`src/rtl/sc_seg7_scan_if.sv`:
```
// Display-side bundle for sc_seg7_scan: CPU output word and controls in,
// active-low anode/segment/dp lines and frame pulse out.
interface sc_seg7_scan_if;
    logic [31:0] out_port;
    logic [7:0]  dp_mask;
    logic        blank_lz;
    logic [7:0]  an;
    logic [6:0]  seg;
    logic        dp;
    logic        frame_done;

    modport master (
        output out_port, dp_mask, blank_lz,
        input  an, seg, dp, frame_done
    );

    modport slave (
        input  out_port, dp_mask, blank_lz,
        output an, seg, dp, frame_done
    );
endinterface

```
`src/rtl/sc_seg7_scan.sv`:
```
// Eight-digit multiplexed seven-segment driver: per-frame snapshot of the CPU
// output word, one hex nibble per slot, inter-digit blanking, optional LZ suppression.
module sc_seg7_scan #(
    parameter int SCAN_DIV = 50000,
    parameter int BLANK    = 16
) (
    input  logic          clock,
    input  logic          clr,
    sc_seg7_scan_if.slave bus
);

    localparam int CW = (SCAN_DIV > 2) ? $clog2(SCAN_DIV) : 1;
    localparam logic [CW-1:0] DIV_MAX = CW'(SCAN_DIV - 1);

    logic [CW-1:0] div_cnt_q, div_cnt_d;
    logic [2:0]    digit_q, digit_d;
    logic [31:0]   snap_q, snap_d;
    logic [7:0]    dp_snap_q, dp_snap_d;
    logic          lz_snap_q, lz_snap_d;
    logic          load_pend_q, load_pend_d;

    logic [7:0]    an_q, an_d;
    logic [6:0]    seg_q, seg_d;
    logic          dp_q, dp_d;
    logic          frame_done_q, frame_done_d;

    logic          slot_end;
    logic          frame_wrap;
    logic          in_blank;
    logic [7:0]    lz_dark;
    logic [3:0]    nib;
    logic          dark;

    function automatic logic [6:0] seg_decode(input logic [3:0] n);
        logic [6:0] s;
        case (n)
            4'h0: s = 7'h40;  4'h1: s = 7'h79;  4'h2: s = 7'h24;  4'h3: s = 7'h30;
            4'h4: s = 7'h19;  4'h5: s = 7'h12;  4'h6: s = 7'h02;  4'h7: s = 7'h78;
            4'h8: s = 7'h00;  4'h9: s = 7'h10;  4'hA: s = 7'h08;  4'hB: s = 7'h03;
            4'hC: s = 7'h46;  4'hD: s = 7'h21;  4'hE: s = 7'h06;  default: s = 7'h0E;
        endcase
        return s;
    endfunction

    assign slot_end   = (div_cnt_q == DIV_MAX);
    assign frame_wrap = slot_end && (digit_q == 3'd7);

    // With no blanking the compare would be constant-false, so drop it entirely.
    if (BLANK == 0) begin : g_no_blank
        assign in_blank = 1'b0;
    end else begin : g_blank
        localparam logic [CW-1:0] BLANK_C = CW'(BLANK);
        assign in_blank = (div_cnt_q < BLANK_C);
    end

    // Digit i goes dark under suppression when every nibble from i upward is zero.
    always_comb begin
        lz_dark = '0;
        for (int i = 1; i < 8; i++) begin
            lz_dark[i] = ((snap_q >> (4 * i)) == 32'd0);
        end
    end

    assign nib  = snap_q[{digit_q, 2'b00} +: 4];
    assign dark = in_blank || (lz_snap_q && lz_dark[digit_q]);

    // NOTE: every comb-assigned signal gets a default first so no latch can be inferred.
    always_comb begin
        div_cnt_d   = slot_end ? '0 : div_cnt_q + 1'b1;
        digit_d     = slot_end ? digit_q + 3'd1 : digit_q;
        snap_d      = snap_q;
        dp_snap_d   = dp_snap_q;
        lz_snap_d   = lz_snap_q;
        load_pend_d = load_pend_q;
        if (load_pend_q || frame_wrap) begin
            snap_d      = bus.out_port;
            dp_snap_d   = bus.dp_mask;
            lz_snap_d   = bus.blank_lz;
            load_pend_d = 1'b0;
        end
    end

    // Outputs are registered from the pre-edge counter/snapshot, hence one cycle of lag.
    always_comb begin
        an_d         = 8'hFF;
        seg_d        = 7'h7F;
        dp_d         = 1'b1;
        frame_done_d = frame_wrap;
        if (!dark) begin
            an_d  = ~(8'h01 << digit_q);
            seg_d = seg_decode(nib);
            dp_d  = ~dp_snap_q[digit_q];
        end
    end

    // NOTE: sequential state uses non-blocking assignments so all registers update together.
    always_ff @(posedge clock) begin
        if (clr) begin
            div_cnt_q    <= '0;
            digit_q      <= '0;
            snap_q       <= '0;
            dp_snap_q    <= '0;
            lz_snap_q    <= 1'b0;
            load_pend_q  <= 1'b1;
            an_q         <= 8'hFF;
            seg_q        <= 7'h7F;
            dp_q         <= 1'b1;
            frame_done_q <= 1'b0;
        end else begin
            div_cnt_q    <= div_cnt_d;
            digit_q      <= digit_d;
            snap_q       <= snap_d;
            dp_snap_q    <= dp_snap_d;
            lz_snap_q    <= lz_snap_d;
            load_pend_q  <= load_pend_d;
            an_q         <= an_d;
            seg_q        <= seg_d;
            dp_q         <= dp_d;
            frame_done_q <= frame_done_d;
        end
    end

    assign bus.an         = an_q;
    assign bus.seg        = seg_q;
    assign bus.dp         = dp_q;
    assign bus.frame_done = frame_done_q;

endmodule

```
`src/flat_wrapper.sv`:
```
// flat-port wrapper written by rule: the top's interface ports become plain ports
module sc_seg7_scan_flat 
#(
    parameter int SCAN_DIV = 50000,
    parameter int BLANK    = 16
)
  (clock, clr, bus_out_port, bus_dp_mask, bus_blank_lz, bus_an, bus_seg, bus_dp, bus_frame_done);
  sc_seg7_scan_if bus_i ();
  input  logic clock;
  input  logic clr;
  input wire logic [$bits(bus_i.out_port)-1:0] bus_out_port;
  input wire logic [$bits(bus_i.dp_mask)-1:0] bus_dp_mask;
  input wire logic [$bits(bus_i.blank_lz)-1:0] bus_blank_lz;
  output wire logic [$bits(bus_i.an)-1:0] bus_an;
  output wire logic [$bits(bus_i.seg)-1:0] bus_seg;
  output wire logic [$bits(bus_i.dp)-1:0] bus_dp;
  output wire logic [$bits(bus_i.frame_done)-1:0] bus_frame_done;
  assign bus_i.out_port = bus_out_port;
  assign bus_i.dp_mask = bus_dp_mask;
  assign bus_i.blank_lz = bus_blank_lz;
  assign bus_an = bus_i.an;
  assign bus_seg = bus_i.seg;
  assign bus_dp = bus_i.dp;
  assign bus_frame_done = bus_i.frame_done;
  sc_seg7_scan #(.SCAN_DIV(SCAN_DIV), .BLANK(BLANK)) u_core (.clock(clock), .clr(clr), .bus(bus_i));
endmodule
```
`config.mk`:
```
export PLATFORM = sky130hd
export DESIGN_NAME = sc_seg7_scan_flat
export DESIGN_NICKNAME = d
export VERILOG_FILES = /design/src/rtl/sc_seg7_scan_if.sv /design/src/rtl/sc_seg7_scan.sv /design/src/flat_wrapper.sv
export SDC_FILE = /design/constraint.sdc
export NUM_CORES = 1
export LEC_CHECK = 0
export CORE_MARGIN = 10
export CORE_UTILIZATION = 52
export DETAILED_ROUTE_END_ITERATION = 8
export PLACE_DENSITY_LB_ADDON = 0.1
export RECOVER_POWER = 25
export REMOVE_ABC_BUFFERS = 1
export SETUP_SLACK_MARGIN = 0.15
export SYNTH_ARGS = -nofsm -noshare
export SYNTH_HDL_FRONTEND = slang
export SYNTH_SLANG_ARGS = --single-unit
```
`constraint.sdc`:
```
create_clock -name clock -period 2.6 [get_ports clock]
set_input_delay 0.52 -clock clock [delete_from_list [all_inputs] [get_ports clock]]
set_output_delay 0.52 -clock clock [all_outputs]
set_load 0.01 [all_outputs]
```
; After elaboration in Yosys (flattened, before gate mapping)
; Memory sizes are Yosys's and may differ from the RTL's. A register that Yosys moved wholly into a read port is not among the register bits.
; Index checks and enable logic that the tools add are counted.
[op_classes]
n_reduce_logical = 13
n_shift = 2
n_bitwise = 2
magnitude_cmp = 2
n_addsub = 2
mux = 4
eq_ne = 2
[ops]
columns = op, count
row1 = $logic_not A32 Y1, 7
row2 = $shiftx A32 B6 Y4, 1
row3 = $add A16 B1 Y16 const B, 1
row4 = $eq A16 B16 Y1 const B, 1
row5 = $lt A16 B5 Y1 const B, 1
row6 = $not A8 Y8, 1
row7 = $shl A1 B3 Y8 const A, 1
row8 = $bmux W1 S3, 2
row9 = $lt A3 B4 Y1 const B, 1
row10 = $reduce_or A2 Y1, 2
row11 = $add A3 B1 Y3 const B, 1
row12 = $eq A3 B3 Y1 const B, 1
row13 = $logic_and A1 B1 Y1, 2
row14 = $logic_or A1 B1 Y1, 2
row15 = $mux W1, 2
row16 = $not A1 Y1, 1
[totals]
mem_count = 1
in_bits = 43
ff_bits = 71
mem_bits_ro = 112
out_inout_bits = 17
[memory_table]
columns = memory, depth, word_bits, rd, rd_ports_with_merged_regs, write_ports, line
row1 = (no name shown), 16, 7, 1, 1, 0, sc_seg7_scan.sv:36  ; case (n)

; Logic depth before layout (Yosys ltp)
[depth]
word_depth = 6
ltp_mapped = 10
ltp_nobuf = 8

; Least setup slack after synthesis
; Ideal clock, no wire load.
[synth_timing]
path_type = register to register
startpoint = register u_core.digit_q[0]
endpoint = register u_core.seg_q[3], in the netlist u_core.bus.seg[3]
period_less_slack_ns = 2.275
n_path_buf = 2
required_ns = 2.462
path_slack_ns = 0.325
setup_time_ns = 0.138
arrival_time_ns = 2.137
stages_incl_launch_ff = 9
path_cell_list = dfxtp_1 > buf_2 > buf_4 > mux4_2 > mux2_2 > ha_1 > mux2_2 > nor2_1 > o21ai_1
[synth_via]
elab_chain_cells = 5
[synth_lines]
columns = item, line
row1 = from (decl), sc_seg7_scan.sv:16  ; logic [2:0] digit_q, digit_d;
row2 = from (signal assigned), sc_seg7_scan.sv:111  ; digit_q <= digit_d;
row3 = $bmux W1 S3, sc_seg7_scan.sv:65  ; assign dark = in_blank || (lz_snap_q && lz_dark[digit_q]);
row4 = $mux W1 (not written as such), sc_seg7_scan.sv:65
row5 = $logic_and A1 B1 Y1, sc_seg7_scan.sv:65
row6 = $logic_or A1 B1 Y1, sc_seg7_scan.sv:65
row7 = $reduce_or A2 Y1 (no source line), -
row8 = to (decl), sc_seg7_scan.sv:23  ; logic [6:0] seg_q, seg_d;
; Several ways; a longest one is shown, not always the timed one. The select of a mux whose other input is x is not followed.
; A chain may end at the register's enable or synchronous reset.

; Final worst setup path
[layout_timing]
startpoint = register u_core.digit_q[1]
endpoint = register u_core.seg_q[3], in the netlist u_core.bus.seg[3]
; Same word-level chain as after synthesis.

==> impl_metrics.toml <==
[timing]
fmaxAchievable_mhz = 440
rsz0062_at_grt = "no"
finalCritPeriodShare = 0.874
relSlewSlack = 0.486
tightest_slew_ns = 0.770
setup_ws_ns = 0.328
skew_ns = 0.0129
slew_violations = 0
hold_ws_ns = 0.456
setup_viol = 0
period_needed_ns = 2.27
hold_violations = 0

[pwr]
p_int_w = 0.00172
switching_share = 0.251
p_clk_frac = 0.343
p_switching_w = 0.000576
p_per_area_mw_per_mm2 = 535
total_power_w = 0.00229
power_frac_seq = 0.554
ir_drop_mv = 0.402
power.leakage_nw = 1.72
power_frac_comb = 0.104

[global_routing]
grt_use_total = 0.152
grt_overflow = 0
grt_max_degree = 41
antenna_found_initial = 0
grt_pass1_vias = 2571
grt_pass1_wl_um = 12400

[worst_setup_path]
worstPathMaxFanout = 10
rr_worst_depth = 7
rr_endpoint = "u_core.bus.seg[3]"
critPathKind = "flop to flop"
worstSetupEndpoint = "u_core.bus.seg[3]"
arrival_ns = 2.48
r2r-start = "u_core.digit_q[1]"
worst-r2r-setup-slack_ns = 0.33
critical_path.startpoint_type = "flop"
cp_data_required_time_ns = 2.81
crit_path_start = "u_core.digit_q[1]"
crit_path_end_kind = "flop"

[drt]
drc = 0
wl_per_cell_um = 15.5
vias_per_cell = 5.36
vias = 2583
ant_nets = 0
drt_iter0_drc = 86
wl_um = 7460
firstDrtPassIters = 4

[floorplan]
rows = 29
dieArea_mm2 = 0.0103
initial_core_util = 0.539
die_y_um = 102
die_x_um = 102
num_io_pins = 60
core_mm2 = 0.00642

[clock_network]
cts.path.max_buffers = 2
clk_pin_slew_ns = 0.08
clk_latency_ns = 0.36
cts_buffers = 9
root_buffer = "clkbuf_8"
cts_setup_buffers = 0
cts.sinks = 78
hold_buffers = 0
htreeDepth = 3
cts_tree = "done"

[placement]
port_buffers = 59
place_ws_ns = 0.243
gp_congestion = 0.862
place_hpwl_um = 5670

[layout]
n_antenna_cell = 0
layout.nets = 456
syn2layout_area_growth_pct = 23.7
fillCellCount = 541
multi_input_area_mm2 = 0.00176
seqCellArea_mm2 = 0.00156
layout-drive-gt1-share = 0.109

[synth]
synth_top_area_cell = "dfxtp_1"
synthTopCellsByArea = "dfxtp_1 45%, mux2i_1 14%, nor2_1 7.3%"
synth-edff-count = 0
synthCells = 338
netlist_area_mm2 = 0.00346
async_reset_ff_frac = 0
yosys.area.top_type_share = 0.451
synth_ff_type = "dfxtp_1"
synth_common_cells = "78 x dfxtp_1, 67 x nor2_1, 48 x mux2i_1"
synth.most_common_cell = "dfxtp_1"
ys_seq_area_frac = 0.451
yosysWarnings = 0
ys_ff_latch = 78
synth_area_per_cell_um2 = 10.2
synth_cell_type_count = 42

[outcome]
status = "complete, no violations"

[hold_path]
hp-class = "flop to flop"
worstHoldPathCells = 1

[job]
cap_violations = 0
==> cell type report <==
class / instances / share of cell area
Clock buffer: 10 / 0.0298
Clock inverter: 6 / 0.00905
Inverter: 7 / 0.00613
Multi-Input combinational cell: 235 / 0.411
Sequential cell: 78 / 0.365
Tap cell: 77 / 0.0225
Timing Repair Buffer: 69 / 0.157
==> per-stage QoR <==
step                area, µm²  std cells  setup TNS (ns)   util
CTS                      4290        482               0  0.669
finish                   4290        482               0  0.667
global placement         4130        466               0  0.643
detailed placement       4130        466               0  0.643
floorplan                3350        320          -0.110      -
global route             4290        482               0  0.667
==> critical path, cell delays in order, from the launching register on <==
cell      delay (ns)
dfxtp_1         0.60
clkinv_1        0.40
mux2_2          0.39
inv_1           0.10
ha_1            0.22
mux2_2          0.26
nor2_1          0.09
o21ai_1         0.06
==> placed cells by master, fill, tap and decap left out, types with 3 or more instances in the layout <==
| cell | n |
|---|---|
| nor2_1 | 67 |
| o21ai_0 | 4 |
| o221ai_1 | 3 |
| inv_1 | 6 |
| xnor2_1 | 10 |
| nand2_1 | 18 |
| and3_1 | 5 |
| clkbuf_8 | 9 |
| xor2_1 | 4 |
| a21oi_1 | 6 |
| mux2_2 | 3 |
| mux2i_1 | 48 |
| dlygate4sd3_1 | 18 |
| mux4_2 | 10 |
| clkdlybuf4s50_1 | 41 |
| nand3_1 | 12 |
| ha_1 | 13 |
| nand4_1 | 3 |
| buf_4 | 7 |
| clkinv_2 | 3 |
| nor4_1 | 6 |
| dfxtp_1 | 77 |
==> per-layer routing <==
metal / vias to the layer above / GRT usage / wire length (µm) / share of wire
li1: 1302 / - / - / -
met1: 1201 / 0.187 / 3440 / 0.46
met2: 63 / 0.230 / 3400 / 0.46
met3: 17 / 0.0613 / 459 / 0.062
met4: 0 / 0.0638 / 157 / 0.021
met5: - / 0 / 0 / 0
==> power by group through the flow <==
stage	Combinational, W	Clock, W	Sequential (W)
final	0.000238	0.000787	0.00127
after global placement	0.000233	0	0.00130
after global routing	0.000262	0.000866	0.00128
after CTS	0.000239	0.000810	0.00127
after detailed placement	0.000238	0	0.00130
after floorplan	0.000134	0	0.00128
==> worst min path at each step <==
stage / to / from / slack, ns
after floorplan: u_core.div_cnt_q[0] / u_core.div_cnt_q[0] / 0.41
after global placement: u_core.div_cnt_q[0] / u_core.div_cnt_q[0] / 0.43
final: u_core.div_cnt_q[0] / u_core.div_cnt_q[0] / 0.46
after detailed placement: u_core.div_cnt_q[0] / u_core.div_cnt_q[0] / 0.45
after CTS: u_core.div_cnt_q[0] / u_core.div_cnt_q[0] / 0.46
after global routing: u_core.div_cnt_q[0] / u_core.div_cnt_q[0] / 0.49
==> state kept, by name, indices dropped and copies added, names as in the netlist <==
name,count
u_core.bus.an,8
u_core.load_pend_q,1
u_core.snap_q,32
u_core.digit_q,3
u_core.div_cnt_q,16
u_core.lz_snap_q,1
u_core.bus.dp,1
u_core.dp_snap_q,8
u_core.bus.frame_done,1
u_core.bus.seg,7
==> timing repair <==
item                                    4_1_cts  5_1_grt
gates resized for setup                       0        1
hold endpoints to repair                      0        0
endpoints found under the setup margin        0        5
==> logic make-up after synthesis <==
kind of cell / synth area share
adders and majority gates: 0.0470
AOI/OAI and AO/OA: 0.0437
xor gates and xnor gates: 0.0354
and+or+nand+nor: 0.170
muxes: 0.214
buffers and inverters: 0.0394
DFF: 0.451
No activity file was read; power rests on OpenSTA's default activity.
